<file path="config.mk">
export PLATFORM = sky130hd
export DESIGN_NAME = uart_frame_rx_flat
export DESIGN_NICKNAME = d
export VERILOG_FILES = /design/src/rtl/uart_pkg.sv /design/src/rtl/uart_frame_rx_if.sv /design/src/rtl/uart_rx_byte.sv /design/src/rtl/uart_frame_rx.sv /design/src/flat_wrapper.sv
export SDC_FILE = /design/constraint.sdc
export NUM_CORES = 1
export LEC_CHECK = 0
export CAP_MARGIN = 10
export CELL_PAD_IN_SITES_DETAIL_PLACEMENT = 1
export CELL_PAD_IN_SITES_GLOBAL_PLACEMENT = 1
export CORE_MARGIN = 3
export CORE_UTILIZATION = 40
export DETAILED_ROUTE_END_ITERATION = 12
export GPL_ROUTABILITY_DRIVEN = 0
export GPL_TIMING_DRIVEN = 0
export PLACE_DENSITY = 0.75
export SYNTH_ARGS = -nofsm -noshare
export SYNTH_HDL_FRONTEND = slang
export SYNTH_SLANG_ARGS = --single-unit
</file>
<file path="constraint.sdc">
create_clock -name clock -period 3.2 [get_ports clock]
set_input_delay 0.64 -clock clock [delete_from_list [all_inputs] [get_ports clock]]
set_output_delay 0.64 -clock clock [all_outputs]
set_load 0.01 [all_outputs]
</file>
<file path="src/rtl/uart_pkg.sv">
// Definitions shared by the UART receive path and the matching frame transmitter:
// byte FSM states, parity modes, baud constant and the parity check.
package uart_pkg;

    typedef enum logic [2:0] {
        IDLE   = 3'd0,
        START  = 3'd1,
        DATA   = 3'd2,
        PARITY = 3'd3,
        STOP   = 3'd4
    } uart_state_e;

    localparam int PARITY_NONE = 0;
    localparam int PARITY_EVEN = 1;
    localparam int PARITY_ODD  = 2;

    // 50 MHz system clock, 9600 baud
    localparam int BAUD_CLKS_50M_9600 = 5208;

    // Even mode wants data^parity == 0, odd mode wants it == 1.
    function automatic logic parity_ok(input logic [7:0] data, input logic par_bit, input int mode);
        return ((^data) ^ par_bit) == (mode == PARITY_ODD);
    endfunction

endpackage

</file>
<file path="src/rtl/uart_frame_rx_if.sv">
// Serial input and frame-level outputs of the frame receiver, plus its byte FSM
// state for observation. master = receiver side, slave = consumer side.
interface uart_frame_rx_if #(
    parameter int BYTES_PER_FRAME = 2
);
    import uart_pkg::*;

    logic                         rx_serial;
    logic [8*BYTES_PER_FRAME-1:0] frame_data;
    logic                         frame_valid;
    logic                         framing_error;
    logic                         parity_error;
    logic                         timeout_error;
    logic                         busy;
    uart_state_e                  dbg_state;

    // All outputs are single-cycle registered pulses except frame_data (held
    // until the next good frame), busy (level) and dbg_state (level).
    modport master (
        input  rx_serial,
        output frame_data, frame_valid, framing_error, parity_error,
        output timeout_error, busy, dbg_state
    );

    modport slave (
        output rx_serial,
        input  frame_data, frame_valid, framing_error, parity_error,
        input  timeout_error, busy, dbg_state
    );

endinterface

</file>
<file path="src/rtl/uart_rx_byte.sv">
// Single-byte UART deserialiser: 2-flop synchroniser, start-bit glitch filter,
// 8 data bits LSB first, optional parity bit and a mid-bit stop sample.
module uart_rx_byte
    import uart_pkg::*;
#(
    parameter int CLOCKS_PER_BIT = BAUD_CLKS_50M_9600,
    parameter int PARITY_MODE    = PARITY_NONE
) (
    input  logic        clock,
    input  logic        reset,
    input  logic        rx_serial,
    output logic        byte_done,
    output logic [7:0]  byte_data,
    output logic        frame_err,
    output logic        par_err,
    output logic        start_fire,
    output logic        glitch_fire,
    output uart_state_e state
);

    localparam int TW = $clog2(CLOCKS_PER_BIT);
    localparam logic [TW-1:0] HALF_M1 = TW'(CLOCKS_PER_BIT / 2 - 1);
    localparam logic [TW-1:0] FULL_M1 = TW'(CLOCKS_PER_BIT - 1);

    uart_state_e   state_q, state_d;
    logic          sync1_q, sync1_d;
    logic          sync2_q, sync2_d;
    logic          prev_q, prev_d;
    logic [TW-1:0] timer_q, timer_d;
    logic [2:0]    bit_cnt_q, bit_cnt_d;
    logic [7:0]    shift_q, shift_d;
    logic          par_bad_q, par_bad_d;
    logic          byte_done_q, byte_done_d;
    logic [7:0]    byte_data_q, byte_data_d;
    logic          frame_err_q, frame_err_d;
    logic          par_err_q, par_err_d;

    always_comb begin
        state_d     = state_q;
        sync1_d     = rx_serial;
        sync2_d     = sync1_q;
        prev_d      = sync2_q;
        timer_d     = timer_q;
        bit_cnt_d   = bit_cnt_q;
        shift_d     = shift_q;
        par_bad_d   = par_bad_q;
        byte_done_d = 1'b0;
        byte_data_d = byte_data_q;
        frame_err_d = 1'b0;
        par_err_d   = 1'b0;
        start_fire  = 1'b0;
        glitch_fire = 1'b0;

        case (state_q)
            IDLE: begin
                if (prev_q && !sync2_q) begin
                    start_fire = 1'b1;
                    state_d    = START;
                    timer_d    = '0;
                end
            end
            START: begin
                if (timer_q == HALF_M1) begin
                    timer_d = '0;
                    // A line that is high again at mid start-bit was noise.
                    if (sync2_q) begin
                        glitch_fire = 1'b1;
                        state_d     = IDLE;
                    end else begin
                        state_d   = DATA;
                        bit_cnt_d = '0;
                        par_bad_d = 1'b0;
                    end
                end else begin
                    timer_d = timer_q + TW'(1);
                end
            end
            DATA: begin
                if (timer_q == FULL_M1) begin
                    timer_d = '0;
                    shift_d = {sync2_q, shift_q[7:1]};
                    if (bit_cnt_q == 3'd7) begin
                        state_d = (PARITY_MODE != PARITY_NONE) ? PARITY : STOP;
                    end else begin
                        bit_cnt_d = bit_cnt_q + 3'd1;
                    end
                end else begin
                    timer_d = timer_q + TW'(1);
                end
            end
            PARITY: begin
                if (timer_q == FULL_M1) begin
                    timer_d   = '0;
                    par_bad_d = !parity_ok(shift_q, sync2_q, PARITY_MODE);
                    state_d   = STOP;
                end else begin
                    timer_d = timer_q + TW'(1);
                end
            end
            STOP: begin
                // Leave at mid stop-bit so the next start edge can arrive early.
                if (timer_q == FULL_M1) begin
                    timer_d     = '0;
                    state_d     = IDLE;
                    byte_done_d = 1'b1;
                    byte_data_d = shift_q;
                    frame_err_d = !sync2_q;
                    par_err_d   = par_bad_q;
                end else begin
                    timer_d = timer_q + TW'(1);
                end
            end
            default: state_d = IDLE;
        endcase
    end

    always_ff @(posedge clock or posedge reset) begin
        if (reset) begin
            state_q     <= IDLE;
            sync1_q     <= 1'b1;
            sync2_q     <= 1'b1;
            prev_q      <= 1'b1;
            timer_q     <= '0;
            bit_cnt_q   <= '0;
            shift_q     <= '0;
            par_bad_q   <= 1'b0;
            byte_done_q <= 1'b0;
            byte_data_q <= '0;
            frame_err_q <= 1'b0;
            par_err_q   <= 1'b0;
        end else begin
            state_q     <= state_d;
            sync1_q     <= sync1_d;
            sync2_q     <= sync2_d;
            prev_q      <= prev_d;
            timer_q     <= timer_d;
            bit_cnt_q   <= bit_cnt_d;
            shift_q     <= shift_d;
            par_bad_q   <= par_bad_d;
            byte_done_q <= byte_done_d;
            byte_data_q <= byte_data_d;
            frame_err_q <= frame_err_d;
            par_err_q   <= par_err_d;
        end
    end

    assign byte_done = byte_done_q;
    assign byte_data = byte_data_q;
    assign frame_err = frame_err_q;
    assign par_err   = par_err_q;
    assign state     = state_q;

endmodule

</file>
<file path="src/rtl/uart_frame_rx.sv">
// Multi-byte UART frame receiver: collects BYTES_PER_FRAME good bytes into one
// frame, reports byte errors and discards partial frames on inter-byte timeout.
module uart_frame_rx
    import uart_pkg::*;
#(
    parameter int CLOCKS_PER_BIT  = BAUD_CLKS_50M_9600,
    parameter int BYTES_PER_FRAME = 2,
    parameter int PARITY_MODE     = PARITY_NONE,
    parameter int TIMEOUT_BITS    = 20
) (
    input  logic            clock,
    input  logic            reset,
    uart_frame_rx_if.master bus
);

    localparam int FW       = 8 * BYTES_PER_FRAME;
    localparam int IW       = $clog2(BYTES_PER_FRAME + 1);
    localparam int TO_LIMIT = TIMEOUT_BITS * CLOCKS_PER_BIT;
    localparam int CW       = $clog2(TO_LIMIT + 1);

    logic        rx_done;
    logic [7:0]  rx_byte;
    logic        rx_frame_err;
    logic        rx_par_err;
    logic        rx_start;
    logic        rx_glitch;
    uart_state_e rx_state;

    uart_rx_byte #(
        .CLOCKS_PER_BIT (CLOCKS_PER_BIT),
        .PARITY_MODE    (PARITY_MODE)
    ) u_byte (
        .clock       (clock),
        .reset       (reset),
        .rx_serial   (bus.rx_serial),
        .byte_done   (rx_done),
        .byte_data   (rx_byte),
        .frame_err   (rx_frame_err),
        .par_err     (rx_par_err),
        .start_fire  (rx_start),
        .glitch_fire (rx_glitch),
        .state       (rx_state)
    );

    logic [FW-1:0] shift_q, shift_d;
    logic [FW-1:0] frame_data_q, frame_data_d;
    logic [IW-1:0] byte_index_q, byte_index_d;
    logic [CW-1:0] to_cnt_q, to_cnt_d;
    logic          frame_valid_q, frame_valid_d;
    logic          framing_error_q, framing_error_d;
    logic          parity_error_q, parity_error_d;
    logic          timeout_error_q, timeout_error_d;
    logic          busy_q, busy_d;

    always_comb begin
        shift_d         = shift_q;
        frame_data_d    = frame_data_q;
        byte_index_d    = byte_index_q;
        to_cnt_d        = to_cnt_q;
        frame_valid_d   = 1'b0;
        framing_error_d = 1'b0;
        parity_error_d  = 1'b0;
        timeout_error_d = 1'b0;
        busy_d          = busy_q;

        if (rx_done) begin
            to_cnt_d = '0;
            if (rx_frame_err || rx_par_err) begin
                framing_error_d = rx_frame_err;
                parity_error_d  = rx_par_err;
                byte_index_d    = '0;
            end else begin
                shift_d = FW'({shift_q, rx_byte});
                if (byte_index_q == IW'(BYTES_PER_FRAME - 1)) begin
                    frame_data_d  = shift_d;
                    frame_valid_d = 1'b1;
                    byte_index_d  = '0;
                end else begin
                    byte_index_d = byte_index_q + IW'(1);
                end
            end
        end else if (rx_state == IDLE && byte_index_q != '0) begin
            // Only the gaps between bytes of a partial frame are timed.
            if (to_cnt_q == CW'(TO_LIMIT - 1)) begin
                timeout_error_d = 1'b1;
                byte_index_d    = '0;
                to_cnt_d        = '0;
            end else begin
                to_cnt_d = to_cnt_q + CW'(1);
            end
        end

        // A start edge wins over any same-cycle end-of-frame event.
        if (rx_start) begin
            busy_d = 1'b1;
        end else if (frame_valid_d || framing_error_d || parity_error_d || timeout_error_d) begin
            busy_d = 1'b0;
        end else if (rx_glitch && byte_index_q == '0) begin
            busy_d = 1'b0;
        end
    end

    always_ff @(posedge clock or posedge reset) begin
        if (reset) begin
            shift_q         <= '0;
            frame_data_q    <= '0;
            byte_index_q    <= '0;
            to_cnt_q        <= '0;
            frame_valid_q   <= 1'b0;
            framing_error_q <= 1'b0;
            parity_error_q  <= 1'b0;
            timeout_error_q <= 1'b0;
            busy_q          <= 1'b0;
        end else begin
            shift_q         <= shift_d;
            frame_data_q    <= frame_data_d;
            byte_index_q    <= byte_index_d;
            to_cnt_q        <= to_cnt_d;
            frame_valid_q   <= frame_valid_d;
            framing_error_q <= framing_error_d;
            parity_error_q  <= parity_error_d;
            timeout_error_q <= timeout_error_d;
            busy_q          <= busy_d;
        end
    end

    assign bus.frame_data    = frame_data_q;
    assign bus.frame_valid   = frame_valid_q;
    assign bus.framing_error = framing_error_q;
    assign bus.parity_error  = parity_error_q;
    assign bus.timeout_error = timeout_error_q;
    assign bus.busy          = busy_q;
    assign bus.dbg_state     = rx_state;

endmodule

</file>
<file path="src/flat_wrapper.sv">
// flat-port wrapper written by rule: the top's interface ports become plain ports
module uart_frame_rx_flat import uart_pkg::*;
#(
    parameter int CLOCKS_PER_BIT  = BAUD_CLKS_50M_9600,
    parameter int BYTES_PER_FRAME = 2,
    parameter int PARITY_MODE     = PARITY_NONE,
    parameter int TIMEOUT_BITS    = 20
)
  (clock, reset, bus_rx_serial, bus_frame_data, bus_frame_valid, bus_framing_error, bus_parity_error, bus_timeout_error, bus_busy, bus_dbg_state);
  uart_frame_rx_if #(.BYTES_PER_FRAME(BYTES_PER_FRAME)) bus_i ();
  input  logic clock;
  input  logic reset;
  input wire logic [$bits(bus_i.rx_serial)-1:0] bus_rx_serial;
  output wire logic [$bits(bus_i.frame_data)-1:0] bus_frame_data;
  output wire logic [$bits(bus_i.frame_valid)-1:0] bus_frame_valid;
  output wire logic [$bits(bus_i.framing_error)-1:0] bus_framing_error;
  output wire logic [$bits(bus_i.parity_error)-1:0] bus_parity_error;
  output wire logic [$bits(bus_i.timeout_error)-1:0] bus_timeout_error;
  output wire logic [$bits(bus_i.busy)-1:0] bus_busy;
  output wire logic [$bits(bus_i.dbg_state)-1:0] bus_dbg_state;
  assign bus_i.rx_serial = bus_rx_serial;
  assign bus_frame_data = bus_i.frame_data;
  assign bus_frame_valid = bus_i.frame_valid;
  assign bus_framing_error = bus_i.framing_error;
  assign bus_parity_error = bus_i.parity_error;
  assign bus_timeout_error = bus_i.timeout_error;
  assign bus_busy = bus_i.busy;
  assign bus_dbg_state = bus_i.dbg_state;
  uart_frame_rx #(.CLOCKS_PER_BIT(CLOCKS_PER_BIT), .BYTES_PER_FRAME(BYTES_PER_FRAME), .PARITY_MODE(PARITY_MODE), .TIMEOUT_BITS(TIMEOUT_BITS)) u_core (.clock(clock), .reset(reset), .bus(bus_i));
endmodule
</file>
==> impl_metrics.env <==
export IMPL_setup_violations=0
export IMPL_num_vias=2935
export IMPL_core_mm2=0.00991
export IMPL_die_h_um=107
export IMPL_fillerInstances=1097
export IMPL_drc_errors=0
export IMPL_dp_hpwl_um=6050
export IMPL_final_setup_tns_ns=0
export IMPL_dieArea_mm2=0.0116
export IMPL_ys_warnings_count=0
export IMPL_hold_viol_final=0
export IMPL_clkSlewWorstSetupHoldPaths_ns=0.09
export IMPL_overflow=0
export IMPL_crit_path_start_kind="flip-flop"
export IMPL_crit_path_end_kind="flip-flop"
export IMPL_ir_worst_vdd_mv=0.232
export IMPL_cap_violations=0
export IMPL_syn2layout_area_growth_pct=15.9
export IMPL_totalWireLength_um=8740
export IMPL_dieWidth_um=107
export IMPL_grt_usage=0.170
export IMPL_finalCritPeriodShare=0.727
export IMPL_cts_tree="yes"
export IMPL_syn_num_nets=392
export IMPL_ys_ff_latch=90
export IMPL_clk_latency_ns=0.36
export IMPL_synth_avg_cell_area_um2=10.7
export IMPL_cts_buffers=9
export IMPL_dp_slack_ns=0.907
export IMPL_crit_slowest_cell="nor3b_1"
export IMPL_fmax_mhz=430
export IMPL_cts_root_buffer="clkbuf_8"
export IMPL_required_ns=3.44
export IMPL_post_cts_buffers=0
export IMPL_grt_pass1_vias=3159
export IMPL_cts_buffer_depth=2
export IMPL_holdWs_ns=0.360
export IMPL_grtUsageMet3=0.0306
export IMPL_drive_gt1_frac=0.145
export IMPL_cts_max_level=3
export IMPL_tightestPinTransition_ns=0.807
export IMPL_io_pins=27
export IMPL_fp_row_count=36
export IMPL_powerDensity_mw_per_mm2=435
export IMPL_criticalPathCategory="flip-flop to flip-flop"
export IMPL_rsz0062_at_grt="no"
export IMPL_synthArstFlopShare=1.00
export IMPL_leakage_nw=2.17
export IMPL_synth_seq_area_share=0.548
export IMPL_num_antenna_cells=0
export IMPL_synth_area_mm2=0.00412
export IMPL_grt_max_degree=66
export IMPL_cts_hold_buffers=0
export IMPL_grt_busiest_layer="met2"
export IMPL_clkSinkCount=90
export IMPL_multi_input_area_mm2=0.00178
export IMPL_antenna_found_initial=0
export IMPL_grt_met2_usage=0.268
export IMPL_postCtsResizedCells=0
export IMPL_post_route_util=0.482
export IMPL_grt_pass1_wl_um=15700
export IMPL_synth_cell_types=53
export IMPL_slew_viol_final=0
export IMPL_first_pass_iters=6
export IMPL_via_per_inst=5.23
export IMPL_cpPeakStageDelay_ns=0.41
export IMPL_nNetsFinal=430
export IMPL_crit_fanout=10
export IMPL_globalRouteMet1Util=0.239
export IMPL_outcome="finished, final reports clean"
export IMPL_drtIter0Drc=98
export IMPL_post_route_min_period_ns=2.33
export IMPL_synth_ff_type="dfrtp_1"
export IMPL_seq_area_mm2=0.00226
export IMPL_drtAntennaViolNets=0
export IMPL_port_buffers=26
export IMPL_dpl_cell_count=545
export IMPL_min_path_type="flip-flop to flip-flop"
export IMPL_netlist_instances=385
export IMPL_synth_edff_count=0
export IMPL_arrival_ns=2.57
export IMPL_wire_per_inst_um=15.6
export IMPL_initial_utilization=0.416
export IMPL_worst_path_most_repeated_cell="buf_2"
export IMPL_cp_cell_sequence="ha_1 -> nor3b_1 -> and4_1 -> buf_2 -> and2_1 -> buf_2 -> mux2_2"
export IMPL_layoutNonFillerInstCount=561
export IMPL_worst_slack_ns=0.873
export IMPL_finalClockSkew_ns=0.0140
export IMPL_relSlewSlack=0.457
worst paths after layout:
check,from,end,slack [ns],cells after the start
worst max-delay path,u_core.u_byte.timer_q[0]$_DFFE_PP0P_,u_core.u_byte.byte_data[4]$_DFFE_PP0P_,0.87,7
worst min-delay path,u_core.u_byte.sync1_q$_DFF_PP1_,u_core.u_byte.prev_d$_DFF_PP1_,0.36,0
worst max register to register,u_core.u_byte.timer_q[0]$_DFFE_PP0P_,u_core.u_byte.byte_data[4]$_DFFE_PP0P_,0.87,7
worst min register to register,u_core.u_byte.sync1_q$_DFF_PP1_,u_core.u_byte.prev_d$_DFF_PP1_,0.36,0
max in group asynchronous,reset,u_core.u_byte.prev_q$_DFF_PP1_,1.92,3
min in group asynchronous,reset,u_core.bus.frame_data[14]$_DFFE_PP0P_,0.60,2
report_power, final:
group	leakage, nW	internal [mW]	switching, mW
logic	0.834	0.0359	0.0657
clock network	0.0979	0.372	0.432
registers	1.24	1.15	0.0194
total	2.17	1.56	0.518
Yosys cell counts (3+ instances only):
master    count  area (um^2)
nand4_1      13         81.3
and4_1        4         35.0
nor2_1       32          120
and2_1        7         43.8
xor2_1        7         61.3
nor2b_1       4         25.0
clkbuf_1      4         15.0
xnor2_1      23          201
nand2_1      75          282
nor4_1        6         37.5
or3_1         3         18.8
inv_1         6         22.5
ha_1          4         50.1
a22o_1        3         26.3
a21oi_1       3         15.0
dfrtp_1      87         2180
buf_2         7         35.0
nor3_1       10         50.1
o21ai_0       8         40.0
nor4b_1       3         26.3
nor4bb_1      3         30.0
dfstp_2       3         78.8
nand3_1       4         20.0
mux2_2       24          270
nand2b_1      3         18.8
nor3b_1       6         45.0
logic make-up (layout without fill, tap and decap cells):
group / after synthesis / count (layout) / synth area share
xor gates and xnor gates: 30 / 30 / 0.0638
and+or+nand+nor: 189 / 189 / 0.238
AOI/OAI and AO/OA: 29 / 29 / 0.0519
buffers and inverters: 19 / 62 / 0.0213
DFF: 90 / 90 / 0.548
muxes: 24 / 24 / 0.0656
adders and majority gates: 4 / 4 / 0.0122
through the flow:
step / power, mW / instance area [um^2]
final: 2.08 / 4780
after global routing: 2.18 / 4780
after CTS: 2.11 / 4780
after detailed placement: 1.30 / 4580
after global placement: 1.29 / 4550
after floorplan: 1.26 / 4120
registers in the layout, indices dropped and copies added (netlist names), 2 cells and up:
name,count
u_core.bus.frame_data,16
u_core.byte_index_q,2
u_core.shift_q,8
u_core.to_cnt_q,17
u_core.u_byte.bit_cnt_q,3
u_core.u_byte.byte_data,8
u_core.u_byte.shift_q,8
u_core.u_byte.state,3
u_core.u_byte.timer_q,13
cells in the final DEF (no fill, tap or decap), types with 4 or more instances in the layout:
master / instances
nand2_1: 75
ha_1: 4
xor2_1: 7
clkbuf_8: 9
nor3_1: 10
clkbuf_1: 5
nand4_1: 13
nor3b_1: 6
and4_1: 4
nor4_1: 6
clkdlybuf4s50_1: 26
buf_2: 7
nor2b_1: 4
o21ai_0: 8
and2_1: 7
dfrtp_1: 87
nand3_1: 4
nor2_1: 32
inv_1: 5
mux2_2: 24
xnor2_1: 23
layer usage:
layer | part of all wire | wire, um | up-vias
li1 | - | - | 1401
met1 | 0.50 | 4340 | 1490
met2 | 0.47 | 4080 | 32
met3 | 0.022 | 194 | 12
met4 | 0.015 | 132 | 0
met5 | 0 | 0 | -
worst max-delay path, delay by kind of cell (launching register included):
family / cells / cell delay, ns
adders and majority gates: 1 / 0.22
buffers and inverters: 2 / 0.42
DFF: 1 / 0.40
muxes: 1 / 0.37
and+or+nand+nor: 3 / 0.80
area by class of cell:
type | instances | area share
clock inverter | 6 | 0.0152
clock buffer | 10 | 0.0267
sequential | 90 | 0.472
tap | 133 | 0.0348
timing repair buffer | 27 | 0.0603
buffer | 12 | 0.0128
inverter | 7 | 0.00603
multi-input combinational | 276 | 0.372
Power figures use the tool's default switching activity.
==> RTL change: new RTL, same settings <==
Encoding of `uart_state_e`: now Gray code (3 bits for 5 states).
--- a/src/rtl/uart_pkg.sv
+++ b/src/rtl/uart_pkg.sv
@@ -4,9 +4,9 @@
 
     typedef enum logic [2:0] {
-        IDLE   = 3'd0,
-        START  = 3'd1,
-        DATA   = 3'd2,
-        PARITY = 3'd3,
-        STOP   = 3'd4
+        IDLE   = 3'b000,
+        START  = 3'b001,
+        DATA   = 3'b011,
+        PARITY = 3'b010,
+        STOP   = 3'b110
     } uart_state_e;
 
Formal check against the unedited RTL: same outputs for any inputs over 10 cycles, from zero or initial values and one cycle with reset high; not proved beyond that.
==> RTL change against the original RTL <==
Synthesized area up 4.3%. Worst setup slack better by 0.057 ns. Final area up 3.7%. Global-route usage up 0.15 points. Hold slack worse by 0.0011 ns. Die area up 4.1%. Wire length up 4.5%. Sequential cell count unchanged. Sequential share of layout area down 1.7 points. Largest cell class unchanged.
Power is not compared: it rests on default switching activity, and its combinational part moved more than twofold at a synthesized area within 25%.
==> RTL change: results (changes against the original RTL) <==
<table>
<tr><th>Metric</th><th>Value</th></tr>
<tr><th colspan="2">Drt</th></tr>
<tr><td>Detailed Route Iter0 Violations</td><td>124 (+27%)</td></tr>
<tr><td>Detailed-route wire length per cell</td><td>16.8 um (+7.9%)</td></tr>
<tr><td>Via density</td><td>5.34 (+2.0%)</td></tr>
<tr><td>DRT Pass-1 Iters</td><td>4 (-2)</td></tr>
<tr><th colspan="2">Yosys</th></tr>
<tr><td>Synthesized-area fraction occupied by adder cells</td><td>1.16% (-0.050 points)</td></tr>
<tr><td>Number of library cell types mapped by synthesis</td><td>63 (+19%)</td></tr>
<tr><td>Synthesized instance count</td><td>364 (-5.5%)</td></tr>
<tr><td>Synth top area cells</td><td>sky130_fd_sc_hd__dfrtp_1 51%, sky130_fd_sc_hd__mux2_4 5.6%, sky130_fd_sc_hd__mux2_2 5.5%</td></tr>
<tr><td>Post-synthesis sequential area ratio</td><td>52.5% (-2.3 points)</td></tr>
<tr><td>Multiplexer area fraction after synthesis</td><td>12.1% (+5.5 points)</td></tr>
<tr><td>Syn nets</td><td>371 (-5.4%)</td></tr>
<tr><td>Compound-Gate Fraction of Synth Area</td><td>8.77% (+3.6 points)</td></tr>
<tr><th colspan="2">Layout</th></tr>
<tr><td>Area Overhead vs Synth</td><td>15.3%</td></tr>
<tr><td>Fraction of layout instances using a drive strength above 1</td><td>21.4% (+6.9 points)</td></tr>
<tr><td>Inverters excl. clock</td><td>10 (+3)</td></tr>
<tr><td>Layout non-clock buf frac</td><td>8.03% (+0.72 points)</td></tr>
<tr><td>Proportion of cell area spent on the clock network</td><td>3.84% (-0.35 points)</td></tr>
<tr><td>Multi-input combinational cell count</td><td>250 (-9.4%)</td></tr>
<tr><td>Number of non-clock buffers</td><td>42 (+7.7%)</td></tr>
<tr><th colspan="2">Timing</th></tr>
<tr><td>Setup clock skew after layout</td><td>0.0157 ns (+0.00171 ns)</td></tr>
<tr><th colspan="2">Placed design</th></tr>
<tr><td>Cell Count Post-Placement</td><td>527 (-3.3%)</td></tr>
<tr><td>Post-placement setup slack</td><td>0.968 ns (+0.0611 ns)</td></tr>
<tr><td>Post-DP HPWL</td><td>6.29 mm (+3.9%)</td></tr>
<tr><th colspan="2">GRT</th></tr>
<tr><td>Via count of the first global-routing pass</td><td>3107 (-1.6%)</td></tr>
<tr><td>Maximum number of pins on one net before global-route repair</td><td>64 (-3.0%)</td></tr>
<tr><td>Global router's overall resource usage</td><td>17.2% (+0.15 points)</td></tr>
<tr><td>Wire length of the first global-routing pass</td><td>15.9 mm (+1.2%)</td></tr>
<tr><th colspan="2">Critical path</th></tr>
<tr><td>Arrival time of data at the critical path endpoint</td><td>2.53 ns (-0.04 ns)</td></tr>
<tr><td>Worst r2r dst</td><td>u_core.u_byte.byte_data[7]</td></tr>
<tr><th colspan="2">Pwr</th></tr>
<tr><td>Power, Total</td><td>0.00232 W</td></tr>
<tr><th colspan="2">Run status</th></tr>
<tr><td>Status</td><td>finished clean</td></tr>
</table>
==> RTL change: routing by layer <==
layer,GRT usage [%],vias up,part of all wire (%),wire length (um)
li1,-,1382,-,-
met1,21.6,1480,46,4250
met2,28.5,28,50,4530
met3,5.81,9,2.9,262
met4,4.36,0,1.1,99
met5,0,-,0,0
==> RTL change: worst max-delay path by stage <==
stage | start | slack, ns | to | depth (start not counted)
global placement | reset | -1.13 | u_core.u_byte.timer_q[11] | 2
global route | u_core.to_cnt_q[0] | 0.71 | u_core.to_cnt_q[5] | 8
detailed placement | u_core.u_byte.timer_q[0] | 0.97 | u_core.u_byte.byte_data[3] | 6
finish | u_core.u_byte.timer_q[0] | 0.93 | u_core.u_byte.byte_data[7] | 6
floorplan | reset | 0.23 | u_core.bus.busy | 1
CTS | u_core.u_byte.timer_q[0] | 0.94 | u_core.u_byte.byte_data[3] | 6
